### config.mk
export PLATFORM = sky130hd
export DESIGN_NAME = alu_exec_unit
export DESIGN_NICKNAME = d
export VERILOG_FILES = /design/src/rtl/alu_exec_unit.sv
export SDC_FILE = /design/constraint.sdc
export NUM_CORES = 1
export LEC_CHECK = 0
export ABC_AREA = 1
export BUFFER_PORTS_ARGS = -buffer_cell sky130_fd_sc_hd__buf_2
export CAP_MARGIN = 20
export CORE_ASPECT_RATIO = 2
export CORE_UTILIZATION = 41
export CTS_BUF_LIST = sky130_fd_sc_hd__clkbuf_2
export DETAILED_ROUTE_END_ITERATION = 12
export PLACE_DENSITY = 0.6
export SLEW_MARGIN = 10
export SYNTH_ARGS = -nofsm -noshare
export SYNTH_HDL_FRONTEND = slang
export SYNTH_SLANG_ARGS = --single-unit
### constraint.sdc
create_clock -name clk -period 2.46 [get_ports clk]
set_input_delay 0.369 -clock clk [delete_from_list [all_inputs] [get_ports clk]]
set_output_delay 0.369 -clock clk [all_outputs]
set_load 0.02 [all_outputs]
### src/rtl/alu_exec_unit.sv
// Multi-cycle ALU execute unit: one-cycle logic/arith ops and an iterative 1-bit-per-cycle shifter.
// Define ALU_EXEC_BYPASS_EN to accept a new request on the edge that drains the held result.
module alu_exec_unit #(
    parameter  int XLEN = 32,
    localparam int SHW  = $clog2(XLEN)
) (
    input  logic            clk,
    input  logic            rst_n,
    input  logic            in_valid,
    output logic            in_ready,
    input  logic [3:0]      alu_ctrl,
    input  logic [XLEN-1:0] op_a,
    input  logic [XLEN-1:0] op_b,
    output logic            out_valid,
    input  logic            out_ready,
    output logic [XLEN-1:0] result,
    output logic            zero,
    output logic            illegal
);

    localparam logic [3:0] OP_AND = 4'b0000;
    localparam logic [3:0] OP_OR  = 4'b0001;
    localparam logic [3:0] OP_ADD = 4'b0010;
    localparam logic [3:0] OP_SUB = 4'b0110;
    localparam logic [3:0] OP_SLT = 4'b0111;
    localparam logic [3:0] OP_SLL = 4'b1000;
    localparam logic [3:0] OP_SRL = 4'b1001;
    localparam logic [3:0] OP_SRA = 4'b1010;

    localparam logic [1:0] SH_LL = 2'b00;
    localparam logic [1:0] SH_RL = 2'b01;
    localparam logic [1:0] SH_RA = 2'b10;

    typedef enum logic [1:0] {
        IDLE  = 2'd0,
        SHIFT = 2'd1,
        HOLD  = 2'd2
    } state_t;

    state_t            state, state_d, start_state;
    logic [XLEN-1:0]   acc, acc_nxt;
    logic [SHW-1:0]    cnt;
    logic [1:0]        sop;
    logic [XLEN-1:0]   alu_res;
    logic              alu_ill;
    logic              is_shift;
    logic              accept;
    logic [SHW-1:0]    shamt;

    assign shamt = op_b[SHW-1:0];

    // Single-cycle datapath, evaluated against the live request inputs
    always_comb begin
        alu_res  = '0;
        alu_ill  = 1'b0;
        is_shift = 1'b0;
        case (alu_ctrl)
            OP_AND: alu_res = op_a & op_b;
            OP_OR:  alu_res = op_a | op_b;
            OP_ADD: alu_res = op_a + op_b;
            OP_SUB: alu_res = op_a - op_b;
            OP_SLT: alu_res = {{(XLEN-1){1'b0}}, ($signed(op_a) < $signed(op_b))};
            OP_SLL, OP_SRL, OP_SRA: is_shift = 1'b1;
            default: alu_ill = 1'b1;
        endcase
    end

    always_comb begin
        acc_nxt = acc;
        case (sop)
            SH_LL:   acc_nxt = {acc[XLEN-2:0], 1'b0};
            SH_RL:   acc_nxt = {1'b0, acc[XLEN-1:1]};
            SH_RA:   acc_nxt = {acc[XLEN-1], acc[XLEN-1:1]};
            default: acc_nxt = acc;
        endcase
    end

    assign out_valid = (state == HOLD);
`ifdef ALU_EXEC_BYPASS_EN
    assign in_ready  = (state == IDLE) || ((state == HOLD) && out_ready);
`else
    assign in_ready  = (state == IDLE);
`endif
    assign accept      = in_valid && in_ready;
    assign start_state = (is_shift && (shamt != '0)) ? SHIFT : HOLD;

    always_ff @(posedge clk or negedge rst_n) begin
        if (!rst_n) state <= IDLE;
        else        state <= state_d;
    end

    always_comb begin
        state_d = state;
        case (state)
            IDLE:  if (in_valid) state_d = start_state;
            SHIFT: if (cnt == SHW'(1)) state_d = HOLD;
            HOLD: begin
                if (out_ready) begin
`ifdef ALU_EXEC_BYPASS_EN
                    state_d = in_valid ? start_state : IDLE;
`else
                    state_d = IDLE;
`endif
                end
            end
            default: state_d = IDLE;
        endcase
    end

    always_ff @(posedge clk or negedge rst_n) begin
        if (!rst_n) begin
            result  <= '0;
            zero    <= 1'b0;
            illegal <= 1'b0;
            acc     <= '0;
            cnt     <= '0;
            sop     <= SH_LL;
        end else if (accept) begin
            if (is_shift) begin
                acc <= op_a;
                cnt <= shamt;
                sop <= alu_ctrl[1:0];
                // A zero shift amount bypasses the iterative shifter entirely
                if (shamt == '0) begin
                    result  <= op_a;
                    zero    <= (op_a == '0);
                    illegal <= 1'b0;
                end
            end else begin
                result  <= alu_res;
                zero    <= (alu_res == '0);
                illegal <= alu_ill;
            end
        end else if (state == SHIFT) begin
            acc <= acc_nxt;
            cnt <= cnt - SHW'(1);
            if (cnt == SHW'(1)) begin
                result  <= acc_nxt;
                zero    <= (acc_nxt == '0);
                illegal <= 1'b0;
            end
        end
    end

endmodule

Yosys cells after proc, flatten, opt, wreduce, memory -nomap -nowiden
Cells that the tools add are included.
- add/subtract/negate cells: 3
- order comparisons: 1
- equal/unequal tests: 17
- muxes and demuxes: 30
- bitwise operators: 2
- reduce and logical (&&, ||, !) cells: 18
- operators with widths (kind ; number):
    32-bit two-way mux ; 8
    32-bit case mux with 5 select lines ; 1
    32-bit zero test ; 3
    32-bit case mux with 3 select lines ; 1
    32-bit adder ; 1
    32-bit bitwise AND ; 1
    32-bit less-than comparator ; 1
    32-bit bitwise OR ; 1
    32-bit subtractor ; 1
    5-bit two-way mux ; 3
    4-bit equality test, second input constant ; 3
    1-bit two-way mux ; 12
    4-bit by 3-bit equality test with 1-bit output, second input constant ; 2
    2-bit two-way mux ; 4
    8-bit OR reduction ; 1
    2-bit inequality test, second input constant ; 3
    2-bit case mux with 3 select lines ; 1
    3-bit AND reduction ; 2
    5-bit by 1-bit equality test with 1-bit output, second input constant ; 1
    5-bit zero test ; 1
    5-bit nonzero test ; 1
    5-bit by 1-bit subtractor with 5-bit output, second input constant ; 1
    2-bit by 1-bit equality test with 1-bit output, second input constant ; 2
    2-bit equality test, second input constant ; 2
    10 further kinds ; 14
- register bits after elaboration: 75
- bits of input ports: 72
- output and inout bits: 36
- word-level logic and storage cells: 78

Depth between registers and ports, before layout
- depth in word-level cells: 7
- gate-level depth with buffers: 23
- mapped depth without buffers: 22

Least setup slack after synthesis
OpenSTA, ideal clock, no wires.
- kind: input port to flip-flop
- start point: input op_a[0]
- end point: register zero
- setup time: 0.073 ns
- data arrival time: 2.300 ns
- data required time: 2.387 ns
- setup slack: 0.087 ns
- stages: 22
- buffers on the path: 0
- path through: ha_1 -> inv_1 -> fa_1 -> inv_1 -> nand2_1 -> nand2_1 -> nand3_1 -> nand2_1 -> nand2_1 -> nand2_1 -> nand2_1 -> nand2_1 -> nand2_1 -> nand3_1 -> nand3b_1 -> nor2_1 -> nand2_1 -> nor2_1 -> nand3_1 -> nand2_1 -> nand2_1 -> a21oi_2
- word-level cells in the longest chain between the ends: 5
- elaborated cells between the ends (all ways): 11
- classes of those cells: add/sub: 2; order compare: 1; mux: 4; bitwise: 2; reduce/logical: 2
- ends and longest elaborated chain (item ; line ; text):
    from (decl) ; 12 ; input logic [XLEN-1:0] op_a,
    32-bit subtractor, or another cell as far along ; 61 ; OP_SUB: alu_res = op_a - op_b;
    32-bit case mux with 5 select lines ; 57 ; case (alu_ctrl)
    32-bit zero test ; 131 ; zero <= (alu_res == '0);
    1-bit two-way mux (*) ; 119 ; if (is_shift) begin
    1-bit two-way mux (*) ; 118 ; end else if (accept) begin
    to (signal assigned) ; 126 ; zero <= (op_a == '0);
    to (signal assigned) ; 131 ;
    to (signal assigned) ; 139 ; zero <= (acc_nxt == '0);
    to (decl) ; 17 ; output logic zero,
Every way passes the cells marked *; elsewhere a longest branch is shown, timed or not. The select of a mux whose other input is x is not followed.
A chain may end at the register's enable or synchronous reset.

Worst setup path in the final report
- start point: register sop[0]
- end point: register zero
- word-level cells in the longest chain between the ends: 6
- elaborated cells between the ends (all ways): 8
- classes of those cells: eq/ne: 2; mux: 4; reduce/logical: 2
- ends and longest elaborated chain (item ; line ; text):
    from (decl) ; 43 ; logic [1:0] sop;
    from (signal assigned) ; 122 ; sop <= alu_ctrl[1:0];
    2-bit equality test, or another cell as far along ; 70 ; case (sop)
    32-bit case mux with 3 select lines (*) ; 70 ;
    32-bit zero test (*) ; 139 ;
    1-bit two-way mux (*) ; 137 ; if (cnt == SHW'(1)) begin
    1-bit two-way mux (*) ; 134 ; end else if (state == SHIFT) begin
    1-bit two-way mux (*) ; 118 ;
Marked as above.

==> metrics.cfg <==
[status]
run_status=finished, final reports clean

[worst_setup_path]
start_kind=flip-flop
r2r-start=sop[0]
worstPathCellList=inv_1 -> nand2_1 -> nand2_1 -> buf_6 -> o221ai_1 -> nor4_2 -> nand4_1 -> nor4_1 -> nor2_1 -> a21oi_2
cp_data_arrival_time_ns=2.90
crit_path_top_delay_cell=dfrtp_1
r2r_slack_ns=0.11
path_class=reg -> reg
slowest_delay_ns=0.42
worst-path-buf-inv=2
cpLargestDelayFamily=simple AND/OR/NAND/NOR gates
worstSetupEndpointType=flip-flop
worst_path_most_repeated_cell=nand2_1
worstRegToRegCells=10
path_max_fanout=14
r2r-end=zero
worstPathRequired_ns=3.01

[floorplanning]
core_area_mm2=0.0255
row_count=83
ios=108
die-area_mm2=0.0266
initial_utilization_pct=41.6
fp.dieH_um=230
die_w_um=116

[timing]
max_slew_margin_pct=68.5
final-max-slew-violation-count=0
finalSetupViolations=0
worst_pin_slew_ns=0.472
tns_ns=0
final.min_clock_period_ns=2.35
period_share_pct=95.5
maxClockFrequency_mhz=426
hold_ws_ns=0.0848
hold_viol_final=0
finClkSkew_ns=0.0241
layout_setup_ws_ns=0.111

[clocking]
h-tree-depth=3
worst_skew_pair.late_latency_ns=0.61
cts.sinks=75
root_buffer=clkbuf_2
clk_pin_slew_worst_paths_ns=0.19
cts_tree=done
clock_path_buffers=2
cts_buffers=9

[logic_synthesis]
syn-cell-area_mm2=0.0106
ys_seq_area_share_pct=17.7
synth-main-ff-cell=dfrtp_1
synth.top_cells.by_area=nand2_1, dfrtp_1, ha_1
synthesis.nets=2012
yosysWarnings=0
ys_seq_elements=75
syn_inst=1837
synth_edf_count=0
avgSynthCellArea_um2=5.78
async_flop_share_pct=100
yosysMostFrequentCell=nand2_1
netlist.area_leader.share_pct=18.3
synth.distinct_cells=43
synth_commonest_cells=nand2_1, inv_1, nor2_1
synth_top_area_cell=nand2_1

[routing]
drc_errors=0
ant_nets=0
detail_route.vias_per_cell=5.28
vias=13846
wl_per_cell_um=18.3
wl_um=47900
drtPass1Iterations=7
drt-initial-drc-count=1071

[finish]
layout-drive-gt1-share_pct=28.4
multi_input_area_mm2=0.00754
nets=2451
area_delta_synth_final_pct=39.1
fillerInstances=2714
seq_area_mm2=0.00188

[pwr]
ir_worst_vdd_mv=0.361
p_per_area_mw_per_mm2=643
power.total_mw=9.50
leakagePower_nw=8.25

[place]
port_buffers=107
gp_congestion=1.07
preCtsSetupSlack_ns=-0.681
dp_hpwl_um=40500

[min_path]
hold_path_class=in -> reg
hp-start=alu_ctrl[0]
min_delay_path_depth=3
min_to=sop[0]

[global_routing]
grt_pass1_wl_um=72600
globalRouteTotalUtil_pct=36.5
grt_max_degree=44
grt_overflow=0
antenna_found_initial=1
first_global_vias=13572

[run]
maxCapViolations=0

-- layout by cell type (no fill, tap or decap), drive strengths merged, types with 2 or more instances in the layout --
cell and n:
nand2 527, buf 491, inv 343, nor2 214, nand3 136, ha 101
o21ai 83, dfrtp 75, a21oi 66, o22ai 51, a31oi 35, nand4 29
o221ai 20, a22oi 19, nor3 15, nand3b 10, or2 10, clkbuf 10
o21bai 9, nor4 9, clkinv 8, and2 3, o31ai 2, a221oi 2
xnor2 2, o211ai 2, fa 2, dlygate4sd3 2
-- logic make-up after synthesis --
group | synth area share (%)
AO/OA/AOI/OAI | 16.6
buffers and inverters | 15.1
flip-flops | 17.7
AND/OR/NAND/NOR | 38.1
adder cells (fa/ha/maj) | 12.3
XOR/XNOR | 0.247
-- power breakdown --
group	internal, mW	switching, mW
clock	0.119	0.439
sequential	1.82	0.346
combinational	2.52	4.26
-- what timing repair did --
action                                  in CTS  in global routing
setup buffers                                0                  7
hold buffers                                 2                  0
resized for setup                            3                100
endpoints found under the setup margin       1                  4
pin swaps                                    0                 16
endpoints found under the hold margin       33                  0
-- worst reg2reg max path, cell delays in order (launching register included) --
cell	delay, ns
dfrtp_1	0.42
inv_1	0.07
nand2_1	0.10
nand2_1	0.20
buf_6	0.20
o221ai_1	0.17
nor4_2	0.42
nand4_1	0.22
nor4_1	0.27
nor2_1	0.10
a21oi_2	0.13
-- metrics by stage --
step                utilization, %  cell area [µm²]  std cells
finish                        57.9            14800       2621
global route                  57.9            14800       2621
CTS                           56.2            14300       2613
detailed placement            55.8            14200       2596
global placement              55.8            14200       2596
floorplan                        -            10600       1837
-- state kept, by name, indices dropped and copies added, names as in the netlist --
name,count
result,32
state,2
cnt,5
illegal,1
zero,1
sop,2
acc,32
-- worst max path at each step --
stage / from / end / depth (start not counted)
6_report: sop[0] / zero / 10
5_1_grt: sop[0] / zero / 10
4_1_cts: op_a[23] / zero / 18
3_5_place_dp: op_a[6] / zero / 21
3_3_place_gp: op_a[6] / zero / 21
2_1_floorplan: op_a[0] / zero / 22
-- per-layer routing --
layer / GRT usage (%) / vias up / routed length, µm
li1: - / 6751 / -
met1: 38.5 / 6435 / 17800
met2: 66.1 / 486 / 24400
met3: 3.61 / 174 / 1960
met4: 24.8 / 0 / 3690
met5: 0 / - / 0
-- cell type report --
| class | count | share of cell area (%) |
|---|---|---|
| clock buffers | 10 | 0.339 |
| clock inverters | 5 | 0.144 |
| well taps | 340 | 2.88 |
| flip-flops and latches | 75 | 12.7 |
| repair buffers | 493 | 24.2 |
| multi-input cells | 1351 | 51.0 |
| inverters | 346 | 8.79 |
| diodes | 1 | 0.0169 |
No activity file was read; power rests on OpenSTA's default activity.
